[config.mk]
export PLATFORM = sky130hd
export DESIGN_NAME = regblock_port_arbiter
export DESIGN_NICKNAME = d
export VERILOG_FILES = /design/src/rtl/regblock_port_arbiter.sv
export SDC_FILE = /design/constraint.sdc
export NUM_CORES = 1
export LEC_CHECK = 0
export BUFFER_PORTS_ARGS = -buffer_cell sky130_fd_sc_hd__buf_4
export CORE_MARGIN = 2
export CORE_UTILIZATION = 43
export CTS_CLUSTER_SIZE = 10
export DETAILED_ROUTE_END_ITERATION = 10
export GPL_TIMING_DRIVEN = 1
export PLACE_DENSITY_LB_ADDON = 0.12
export SYNTH_ARGS = -nofsm -noshare
export SYNTH_HDL_FRONTEND = slang
export SYNTH_SLANG_ARGS = --single-unit
[constraint.sdc]
create_clock -name clk -period 4.24 [get_ports clk]
set_clock_uncertainty 0.1 [all_clocks]
set_input_delay 0.636 -clock clk [delete_from_list [all_inputs] [get_ports clk]]
set_output_delay 0.636 -clock clk [all_outputs]
set_load 0.05 [all_outputs]
[src/rtl/regblock_port_arbiter.sv]
// Round-robin sharing of the register block's single read and single write port
// among NUM_REQ requesters, with range checking and write-to-read forwarding.
module regblock_port_arbiter #(
   parameter int NUM_REQ  = 4,
   parameter int BITWIDTH = 11,
   parameter int NUM_REGS = 40,
   parameter int ADDR_W   = 6
) (
   input  logic                         clk,
   input  logic                         rst,
   input  logic [NUM_REQ-1:0]           wr_req,
   input  logic [NUM_REQ*ADDR_W-1:0]    wr_addr,
   input  logic [NUM_REQ*BITWIDTH-1:0]  wr_data,
   output logic [NUM_REQ-1:0]           wr_gnt,
   output logic [NUM_REQ-1:0]           wr_err,
   input  logic [NUM_REQ-1:0]           rd_req,
   input  logic [NUM_REQ*ADDR_W-1:0]    rd_addr,
   output logic [NUM_REQ-1:0]           rd_gnt,
   output logic [NUM_REQ-1:0]           rd_rsp_valid,
   output logic [BITWIDTH-1:0]          rd_rsp_data,
   output logic                         rd_rsp_err,
   output logic                         rb_write,
   output logic [ADDR_W-1:0]            rb_writeregsel,
   output logic [BITWIDTH-1:0]          rb_writedata,
   output logic [ADDR_W-1:0]            rb_readregsel,
   input  logic [BITWIDTH-1:0]          rb_readdata
);

   localparam int PTR_W = $clog2(NUM_REQ);
   // One extra bit so NUM_REGS == 2**ADDR_W still compares correctly.
   localparam logic [ADDR_W:0] LIMIT = (ADDR_W+1)'(NUM_REGS);

   logic [PTR_W-1:0]    wr_ptr, rd_ptr;
   logic [PTR_W-1:0]    wr_sel, rd_sel;
   logic                wr_found, rd_found;
   logic                wr_any, rd_any;
   logic                rd_in_range, fwd;
   logic [ADDR_W-1:0]   wr_addr_g, rd_addr_g;
   logic [BITWIDTH-1:0] wr_data_g;

   // Returns {found, index} of the first requester at or after ptr, wrapping.
   function automatic logic [PTR_W:0] arbitrate(input logic [NUM_REQ-1:0] req,
                                                 input logic [PTR_W-1:0]   ptr);
      logic             found;
      logic [PTR_W-1:0] sel;
      logic [PTR_W-1:0] cand;
      found = 1'b0;
      sel   = '0;
      for (int k = 0; k < NUM_REQ; k++) begin
         cand = PTR_W'((int'(ptr) + k) % NUM_REQ);
         if (!found && req[cand]) begin
            found = 1'b1;
            sel   = cand;
         end
      end
      return {found, sel};
   endfunction

   function automatic logic [PTR_W-1:0] ptr_next(input logic [PTR_W-1:0] sel);
      return (sel == PTR_W'(NUM_REQ-1)) ? '0 : sel + 1'b1;
   endfunction

   assign {wr_found, wr_sel} = arbitrate(wr_req, wr_ptr);
   assign {rd_found, rd_sel} = arbitrate(rd_req, rd_ptr);

   // Grants are suppressed while reset is held so nothing reaches the register block.
   assign wr_gnt = (rst && wr_found) ? (NUM_REQ'(1) << wr_sel) : '0;
   assign rd_gnt = (rst && rd_found) ? (NUM_REQ'(1) << rd_sel) : '0;
   assign wr_any = |wr_gnt;
   assign rd_any = |rd_gnt;

   // NOTE: every variable written in always_comb gets a default first, so no latch is inferred.
   always_comb begin
      wr_addr_g = '0;
      wr_data_g = '0;
      rd_addr_g = '0;
      for (int i = 0; i < NUM_REQ; i++) begin
         if (wr_gnt[i]) begin
            wr_addr_g = wr_addr[i*ADDR_W +: ADDR_W];
            wr_data_g = wr_data[i*BITWIDTH +: BITWIDTH];
         end
         if (rd_gnt[i]) begin
            rd_addr_g = rd_addr[i*ADDR_W +: ADDR_W];
         end
      end
   end

   assign rb_write       = wr_any && ({1'b0, wr_addr_g} < LIMIT);
   assign rb_writeregsel = wr_addr_g;
   assign rb_writedata   = wr_data_g;
   assign rb_readregsel  = rd_addr_g;

   assign rd_in_range = {1'b0, rd_addr_g} < LIMIT;
   // The register block only commits the write at the edge, so a same-cycle read must bypass it.
   assign fwd         = rb_write && rd_any && (wr_addr_g == rd_addr_g);

   // NOTE: sequential state uses non-blocking assignments so all registers update from pre-edge values.
   always_ff @(posedge clk or negedge rst) begin
      if (!rst) begin
         wr_ptr       <= '0;
         rd_ptr       <= '0;
         wr_err       <= '0;
         rd_rsp_valid <= '0;
         rd_rsp_data  <= '0;
         rd_rsp_err   <= 1'b0;
      end else begin
         if (wr_any) wr_ptr <= ptr_next(wr_sel);
         if (rd_any) rd_ptr <= ptr_next(rd_sel);
         wr_err       <= (wr_any && !rb_write) ? wr_gnt : '0;
         rd_rsp_valid <= rd_gnt;
         rd_rsp_err   <= rd_any && !rd_in_range;
         if (rd_any) begin
            if (!rd_in_range) rd_rsp_data <= '0;
            else if (fwd)     rd_rsp_data <= wr_data_g;
            else              rd_rsp_data <= rb_readdata;
         end
      end
   end

endmodule

==> flow_metrics.env, run 1 <==
export IMPL_synth_top_flop_cell="dfrtp_1"
export IMPL_cellInternalPower_mw=1.14
export IMPL_status="complete, no violations"
export IMPL_cts_root_buf="clkbuf_8"
export IMPL_wl_met1_mm=3.54
export IMPL_core_um2=5540
export IMPL_p_leak_nw=1.88
export IMPL_yosysWarnings=0
export IMPL_cts_max_level=1
export IMPL_vias_per_cell=5.36
export IMPL_port_buffers=164
export IMPL_synth_area_leaders="dfrtp_1 (24%), nand2_1 (7.4%), a21oi_1 (5.2%)"
export IMPL_stdcell_count=547
export IMPL_grt_overflow=0
export IMPL_p_comb_frac=0.774
export IMPL_nets=597
export IMPL_hold_ws_ps=166
export IMPL_dr_first_iter_drc_count=150
export IMPL_dr_pass1_iters=4
export IMPL_crit_type="reg2out"
export IMPL_r2r_slack_ps=670
export IMPL_synth_top_area_frac=0.241
export IMPL_synth_edf_count=0
export IMPL_grt_pass1_vias=2777
export IMPL_postCtsSetupRepairBufs=0
export IMPL_vdd_ir_drop_max_v=0.000345
export IMPL_setup_tns_ps=0
export IMPL_place_area_um2=3760
export IMPL_syn_nets=444
export IMPL_crit_family="compound AO/OA/AOI/OAI gates"
export IMPL_cts_tree="done"
export IMPL_ant_nets=0
export IMPL_route_detailed_drc=0
export IMPL_cts_num_sinks=24
export IMPL_post_drt_wl_per_cell_um=15.2
export IMPL_ioPinCount=165
export IMPL_ys_seq_elements=24
export IMPL_die_area_um2=6430
export IMPL_vias=2931
export IMPL_final_area_um2=3830
export IMPL_cp_arrival_ps=3190
export IMPL_slew_headroom=0.529
export IMPL_top_layer="met4"
export IMPL_gp_congestion=0.824
export IMPL_period_needed_ps=3930
export IMPL_seq_area_frac_synth=0.241
export IMPL_routed_wl_met3_um=544
export IMPL_synthesis_area_um2=2490
export IMPL_yosys_top_cells_count="nand2_1 (49), a21oi_1 (26), dfrtp_1 (24)"
export IMPL_cts_inserted_buffers=3
export IMPL_post_dp_hpwl_mm=6.66
export IMPL_setup_viol=0
export IMPL_crit_fanout=10
export IMPL_cts_hold_buf=0
export IMPL_antenna_found_initial=0
export IMPL_tightest_slew_ps=704
export IMPL_netlist_instances=323
export IMPL_clockBufferDepth=2
export IMPL_switchingPower_mw=1.46
export IMPL_path_cells="mux2_2 > a21oi_1 > o21ai_0 > inv_1 > ha_1 > buf_4 > nor2_1 > a221oi_1 > nand2_1 > a21oi_1 > nor2_1 > buf_4"
export IMPL_synth_cell_types=51
export IMPL_clk_latency_ps=270
export IMPL_required_ps=3500
export IMPL_end_kind="output port"
export IMPL_finalMaxSlewViolations=0
export IMPL_syn_to_final_growth_pct=53.6
export IMPL_rows=27
export IMPL_wl_met2_mm=4.09
export IMPL_cts_resized=0
export IMPL_die_x_um=80.2
export IMPL_start_util=0.450
export IMPL_post_route_period_util=0.926
export IMPL_num_antenna_cells=0
export IMPL_rsz0062_at_grt="no"
export IMPL_synth_top_area_cell="dfrtp_1"
export IMPL_routed_wl_mm=8.31
export IMPL_die_y_um=80.2
export IMPL_p_sw_frac=0.560
export IMPL_grt_max_degree=38
export IMPL_synth_most_common_cell="nand2_1"
export IMPL_drive_above_1_share=0.402
export IMPL_finalHoldViolations=0
export IMPL_clkSlewWorstSetupHoldPaths_ps=100
export IMPL_crit_path_top_delay_cell="dfrtp_1"
export IMPL_path_buf_inv=3
export IMPL_hold_path_class="in2async"
export IMPL_p_per_area_nw_per_um2=678
export IMPL_critical_path_max_stage_delay_ps=450
export IMPL_critPathLaunchType="flop"
export IMPL_clockPowerShare=0.081
export IMPL_syn_mean_instance_area_um2=7.72
export IMPL_cap_violations=0
export IMPL_track_usage=0.250
export IMPL_fmax_mhz=255
export IMPL_dp_cells=543
export IMPL_p_seq_frac=0.145
export IMPL_grt_pass1_wl_mm=12.9
export IMPL_async_flop_share=1.00
[layout make-up]
| class | count | area (um^2) |
|---|---|---|
| Timing Repair Buffer | 172 | 1290 |
| Tap cell | 72 | 90.1 |
| Inverter | 18 | 67.6 |
| Sequential cell | 24 | 601 |
| Multi-Input combinational cell | 257 | 1710 |
| Clock inverter | 1 | 30.0 |
| Fill cell | 499 | 1710 |
| Clock buffer | 3 | 41.3 |
[flip-flops by register name (all words and copies together), names as in the netlist]
name          count
rd_rsp_err        1
wr_ptr            2
rd_rsp_valid      4
wr_err            4
rd_rsp_data      11
rd_ptr            2
[cell usage in the layout, fill, tap and decap left out, types with 3 or more instances in the layout]
master     Yosys  final
and3b_1        4      4
inv_1         18     18
a32oi_1       11     11
o21ai_0       14     14
clkbuf_8       0      3
a221oi_1       4      4
and2_1        20     20
nand2_1       49     49
nand3_1       23     23
buf_4          0    172
nand3b_1      10     10
a21oi_1       26     26
o211a_1        3      3
dfrtp_1       24     24
xnor2_1        3      3
ha_1           8      8
mux2i_1        5      5
a31oi_1        3      3
or3b_1         7      7
a211oi_1       4      4
o211ai_1       7      7
nand4bb_1      4      4
nor2_1        20     20
[routing by layer]
metal	track usage	vias to the layer above
li1	-	1483
met1	0.319	1322
met2	0.428	114
met3	0.0461	12
met4	0.0746	0
met5	0	-
[worst reg2reg max path, cell delays in order (launching register included)]
cell and delay [ps]:
dfrtp_1 450, mux2_2 360, a21oi_1 130, o21ai_0 180, inv_1 130, ha_1 290
buf_4 230, nor2_1 70, a221oi_1 290, nand2_1 160, xnor2_1 160, or3_4 450
or3b_1 430, nand3_1 80
[stage by stage]
stage	util	worst slack, ps	total power [mW]
6_report	0.692	312	2.60
5_1_grt	0.692	66.9	2.76
4_1_cts	0.692	309	2.60
3_5_place_dp	0.679	359	2.39
3_3_place_gp	0.679	568	2.35
2_1_floorplan	-	229	1.84
[cell families after synthesis]
logic type | count (synthesis) | synth area share
simple gates | 144 | 0.311
compound gates | 94 | 0.291
buf+inv | 42 | 0.0732
flops | 24 | 0.241
fa+ha+maj | 8 | 0.0401
mux | 7 | 0.0291
xor+xnor | 4 | 0.0140
[path summary, 6_finish.rpt]
path / startpoint / endpoint / cells after the start
min in group clk: rd_rsp_data[1]$_DFFE_PN0P_ / rd_rsp_data[1]$_DFFE_PN0P_ / 2
hold / removal: rst / rd_rsp_valid[0]$_DFF_PN0_ / 1
hold reg to reg: rd_rsp_data[1]$_DFFE_PN0P_ / rd_rsp_data[1]$_DFFE_PN0P_ / 2
setup / recovery: wr_ptr[1]$_DFFE_PN0N_ / rb_write / 12
setup reg to reg: wr_ptr[1]$_DFFE_PN0N_ / rd_rsp_data[0]$_DFFE_PN0P_ / 13
max in group asynchronous: rst / wr_err[2]$_DFF_PN0_ / 1
[power by group through the flow]
stage / Clock (mW) / Sequential [mW] / Combinational, mW
floorplan: 0 / 0.610 / 1.23
global placement: 0 / 0.378 / 1.97
detailed placement: 0 / 0.381 / 2.00
CTS: 0.211 / 0.377 / 2.01
global route: 0.217 / 0.389 / 2.16
finish: 0.211 / 0.378 / 2.01
Power figures use the tool's default switching activity.
==> run 2: changes to the inputs <==
Settings changed: CORE_UTILIZATION 43 to 44, CTS_BUF_LIST set to sky130_fd_sc_hd__clkbuf_8, SKIP_LAST_GASP set to 1.
==> flow_metrics.env, run 2 (synthesized netlist as in run 1, its figures left out) <==
export IMPL_setup_viol=0
export IMPL_crit_type="reg2out"
export IMPL_grt_max_degree=29
export IMPL_path_buf_inv=3
export IMPL_p_leak_nw=1.88
export IMPL_rows=27
export IMPL_cellInternalPower_mw=1.14
export IMPL_cts_num_sinks=24
export IMPL_setup_tns_ps=0
export IMPL_ioPinCount=165
export IMPL_cp_arrival_ps=3250
export IMPL_cap_violations=0
export IMPL_clkSlewWorstSetupHoldPaths_ps=90
export IMPL_largestRegisters="rd_rsp_data (11), rd_rsp_valid (4), wr_err (4)"
export IMPL_postCtsSetupRepairBufs=0
export IMPL_die_x_um=79.3
export IMPL_route_detailed_drc=0
export IMPL_end_kind="output port"
export IMPL_cts_inserted_buffers=3
export IMPL_layout_common_cells="buf_4 (171), nand2_1 (49), a21oi_1 (26)"
export IMPL_p_seq_frac=0.146
export IMPL_clockPowerShare=0.079
export IMPL_cts_tree="done"
export IMPL_syn_to_final_growth_pct=53.3
export IMPL_track_usage=0.254
export IMPL_port_buffers=164
export IMPL_p_comb_frac=0.775
export IMPL_largest_register_ffs=11
export IMPL_path_depth=12
export IMPL_largest_register="rd_rsp_data"
export IMPL_dr_first_iter_drc_count=190
export IMPL_clk_latency_ps=270
export IMPL_dr_pass1_iters=4
export IMPL_drive_above_1_share=0.401
export IMPL_core_um2=5510
export IMPL_vias_per_cell=5.49
export IMPL_rsz0062_at_grt="no"
export IMPL_vias=2998
export IMPL_finalHoldViolations=0
export IMPL_vdd_ir_drop_max_v=0.000355
export IMPL_fmax_mhz=251
export IMPL_post_drt_wl_per_cell_um=14.9
export IMPL_cts_max_level=1
export IMPL_tightest_slew_ps=718
export IMPL_critical_path_max_stage_delay_ps=470
export IMPL_die_y_um=79.3
export IMPL_crit_path_top_delay_cell="dfrtp_1"
export IMPL_gp_congestion=0.840
export IMPL_reg2reg_depth=13
export IMPL_hold_path_class="in2async"
export IMPL_p_sw_frac=0.558
export IMPL_switchingPower_mw=1.44
export IMPL_clockBufferDepth=2
export IMPL_antenna_found_initial=0
export IMPL_cts_root_buf="clkbuf_8"
export IMPL_period_needed_ps=3980
export IMPL_nets=596
export IMPL_crit_fanout=23
export IMPL_post_route_period_util=0.939
export IMPL_die_area_um2=6290
export IMPL_ant_nets=0
export IMPL_p_per_area_nw_per_um2=676
export IMPL_grt_pass1_wl_mm=12.8
export IMPL_power_total_mw=2.58
export IMPL_cts_resized=0
export IMPL_cts_hold_buf=0
export IMPL_required_ps=3500
export IMPL_status="complete, no violations"
export IMPL_grt_overflow=0
export IMPL_grt_pass1_vias=2709
export IMPL_critPathLaunchType="flop"
export IMPL_start_util=0.453
export IMPL_final_common_cell="buf_4"
export IMPL_post_dp_hpwl_mm=6.67
export IMPL_path_cells="mux2_2 > a21oi_1 > o21ai_0 > inv_1 > ha_1 > buf_4 > nand2_1 > o21ai_0 > nand3_1 > a21oi_1 > nor2_1 > buf_4"
export IMPL_crit_family="compound AO/OA/AOI/OAI gates"
export IMPL_num_antenna_cells=0
export IMPL_slew_headroom=0.520
export IMPL_routed_wl_mm=8.14
export IMPL_finalMaxSlewViolations=0
## run 2: changes by cell type in the layout (fill, tap and decap cells not counted), sizes merged
cell  delta
buf      -1
## run 2: per-layer routing
metal | global-route usage | wire length [um]
met2 | 0.442 | 4170
met4 | 0.0621 | 102
met1 | 0.324 | 3270
met3 | 0.0443 | 593
met5 | 0 | 0
## run 2: metrics by stage
stage                      util  worst slack (ps)  area, um^2  hold slack, ps  std cells
after floorplan               -               229        2490             240        323
after global placement    0.682               511        3750             389        542
after detailed placement  0.682               352        3750             400        542
after CTS                 0.695               295        3820             191        546
final                     0.695               257        3820             178        546
after global routing      0.695             0.303        3820             199        546
## run 2: power by group through the flow
stage	clock (mW)	sequential, mW	combinational (mW)
6_report	0.204	0.377	2.00
3_3_place_gp	0	0.378	1.97
5_1_grt	0.218	0.388	2.15
3_5_place_dp	0	0.380	2.00
4_1_cts	0.209	0.376	2.01
2_1_floorplan	0	0.610	1.23
## run 2: area by class of cell
type	count	area (um^2)
fillers	489	1680
clock buffers	3	41.3
flip-flops and latches	24	601
repair buffers	171	1280
inverters	18	67.6
clock inverters	1	30.0
multi-input cells	257	1710
well taps	72	90.1
## run 2: worst paths after layout
path                                                   end                        from  slack [ps]
min in group clk                rd_rsp_data[1]$_DFFE_PN0P_  rd_rsp_data[1]$_DFFE_PN0P_         420
worst max register to register  rd_rsp_data[2]$_DFFE_PN0P_       wr_ptr[1]$_DFFE_PN0N_         530
worst min-delay path             rd_rsp_valid[1]$_DFF_PN0_                         rst         180
worst min register to register  rd_rsp_data[1]$_DFFE_PN0P_  rd_rsp_data[1]$_DFFE_PN0P_         420
worst max-delay path                              rb_write       wr_ptr[1]$_DFFE_PN0N_         260
max in group asynchronous       rd_rsp_data[9]$_DFFE_PN0P_                         rst        3570
==> run 3: changes to the inputs <==
Settings changed: ABC_AREA set to 1, CORE_UTILIZATION 44 to 47.
==> flow_metrics.env, run 3 <==
export IMPL_setup_viol=0
export IMPL_route_detailed_drc=0
export IMPL_vias=3855
export IMPL_nFillCells=551
export IMPL_dr_first_iter_drc_count=197
export IMPL_routed_wl_mm=10.1
export IMPL_hold_ws_ps=212
export IMPL_grt_max_degree=41
export IMPL_track_usage=0.280
export IMPL_worst_slack_ps=239
export IMPL_post_route_period_util=0.944
export IMPL_die_x_um=84
export IMPL_required_ps=3500
export IMPL_layout_common_cells="nand2_1 (183), buf_4 (177), inv_1 (87)"
export IMPL_grt_use_met3=0.0504
export IMPL_seq_area_frac_synth=0.200
export IMPL_final_common_cell="nand2_1"
export IMPL_grt_pass1_wl_mm=16.3
export IMPL_fmax_mhz=250
export IMPL_largest_register="rd_rsp_data"
export IMPL_die_y_um=84
export IMPL_async_flop_share=1.00
export IMPL_grt_use_met1=0.337
export IMPL_slew_headroom=0.687
export IMPL_cts_num_sinks=24
export IMPL_clk_latency_ps=270
export IMPL_end_kind="output port"
export IMPL_crit_type="reg2out"
export IMPL_ys_seq_elements=24
export IMPL_synth_area_leaders="nand2_1 (23%), dfrtp_1 (20%), inv_1 (11%)"
export IMPL_nets=802
export IMPL_num_antenna_cells=0
export IMPL_start_util=0.479
export IMPL_largest_register_ffs=11
export IMPL_synth_top_area_cell="nand2_1"
export IMPL_dpl_worst_slack_ps=108
export IMPL_syn_to_final_growth_pct=46.4
export IMPL_finalMaxSlewViolations=0
export IMPL_grt_pass1_vias=3601
export IMPL_r2r_slack_ps=520
export IMPL_hold_path_class="in2async"
export IMPL_yosysWarnings=0
export IMPL_grt_overflow=0
export IMPL_finalHoldViolations=0
export IMPL_vias_per_cell=5.09
export IMPL_netlist_instances=522
export IMPL_cts_hold_buf=0
export IMPL_gp_congestion=0.956
export IMPL_ioPinCount=165
export IMPL_top_usage_layer="met2"
export IMPL_clkSlewWorstSetupHoldPaths_ps=90
export IMPL_tightest_slew_ps=470
export IMPL_period_needed_ps=4000
export IMPL_yosys_top_cells_count="nand2_1 (183), inv_1 (87), nand4_1 (38)"
export IMPL_syn_mean_instance_area_um2=5.76
export IMPL_post_drt_wl_per_cell_um=13.4
export IMPL_cts_inserted_buffers=3
export IMPL_status="complete, no violations"
export IMPL_synthesis_area_um2=3010
export IMPL_cp_arrival_ps=3270
export IMPL_multi_input_area_um2=1930
export IMPL_post_dp_hpwl_mm=8.07
export IMPL_crit_fanout=23
export IMPL_synth_edf_count=0
export IMPL_syn_nets=643
export IMPL_antenna_found_initial=0
export IMPL_core_um2=6280
export IMPL_ff_latch_area_um2=602
export IMPL_dr_pass1_iters=5
export IMPL_drive_above_1_share=0.338
export IMPL_clockBufferDepth=2
export IMPL_synth_top_area_frac=0.228
export IMPL_synth_cell_types=35
export IMPL_cap_violations=0
export IMPL_use_met2=0.503
export IMPL_port_buffers=164
export IMPL_ant_nets=0
export IMPL_critPathLaunchType="flop"
export IMPL_cts_root_buf="clkbuf_8"
export IMPL_die_area_um2=7060
export IMPL_synth_top_flop_cell="dfrtp_1"
export IMPL_largestRegisters="rd_rsp_data (11), rd_rsp_valid (4), wr_err (4)"
export IMPL_cts_tree="done"
export IMPL_rows=29
export IMPL_synth_most_common_cell="nand2_1"
export IMPL_cts_max_level=1
-- run 3: cell count changes after synthesis, moves of 7 or more --
cell,previous run,this run
nand2_1,49,183
inv_1,18,87
nand4_1,1,38
and2_1,20,0
nor2_1,20,37
nand3_1,23,35
a21oi_1,26,15
a32oi_1,11,0
o22ai_1,2,11
nand2_2,0,8
nand3b_1,10,2
inv_2,0,7
or3b_1,7,0
-- run 3: worst paths after layout --
kind | startpoint | cells past startpoint | end
max in group asynchronous | rst | 2 | rd_rsp_data[6]$_DFFE_PN0P_
setup / recovery | wr_ptr[0]$_DFFE_PN0N_ | 19 | rb_writedata[0]
setup reg to reg | rd_ptr[0]$_DFFE_PN0P_ | 23 | rd_rsp_data[4]$_DFFE_PN0P_
hold reg to reg | rd_rsp_data[9]$_DFFE_PN0P_ | 2 | rd_rsp_data[9]$_DFFE_PN0P_
hold / removal | rst | 1 | wr_err[1]$_DFF_PN0_
min in group clk | rd_rsp_data[9]$_DFFE_PN0P_ | 2 | rd_rsp_data[9]$_DFFE_PN0P_
-- run 3: timing repair --
action / CTS / global route
endpoints found under the setup margin: 1 / 14
setup buffers: 0 / 3
pin swaps: 0 / 1
resized for setup: 1 / 10
-- run 3: area by class of cell --
type | count | share of cell area
Clock buffer | 3 | 0.00938
Multi-Input combinational cell | 377 | 0.438
Inverter | 98 | 0.0852
Tap cell | 77 | 0.0219
Sequential cell | 24 | 0.137
Timing Repair Buffer | 177 | 0.302
Clock inverter | 1 | 0.00682
-- run 3: metal layers --
metal  share of wire  routed length [um]
met1            0.39                3920
met2            0.51                5150
met3           0.082                 833
met4           0.021                 216
met5               0                   0
-- run 3: cells by family after synthesis --
family	count (synthesis)	share of synthesized area
AND/OR/NAND/NOR	324	0.502
AO/OA/AOI/OAI	45	0.0915
buffers and inverters	121	0.173
flip-flops	24	0.200
adder cells (fa/ha/maj)	8	0.0333
-- run 3: metrics by stage --
| stage | instances | instance area [um^2] | util | setup TNS, ps |
|---|---|---|---|---|
| final | 757 | 4400 | 0.702 | 0 |
| after detailed placement | 750 | 4270 | 0.679 | 0 |
| after global routing | 757 | 4400 | 0.702 | -8.61 |
| after global placement | 750 | 4270 | 0.679 | 0 |
| after CTS | 754 | 4340 | 0.691 | 0 |
| after floorplan | 522 | 3010 | - | 0 |
-- run 3: worst max-delay path: stages (launching register included) --
cell and delay (ps):
dfrtp_2 490, inv_6 110, nand2_1 50, nand2_1 120, nand2_1 100, a21oi_1 200
a21oi_1 80, nand2_1 80, nand2_1 60, nor2_2 180, inv_1 110, ha_1 300
nand3_4 180, inv_2 60, buf_4 210, nand2_1 80, nand2_1 40, o22ai_1 260
inv_1 80, buf_4 190
Power of run 3 is left out: the tool's default activity adds up to more than one toggle a clock period on the data nets, which glitch-free logic cannot reach.
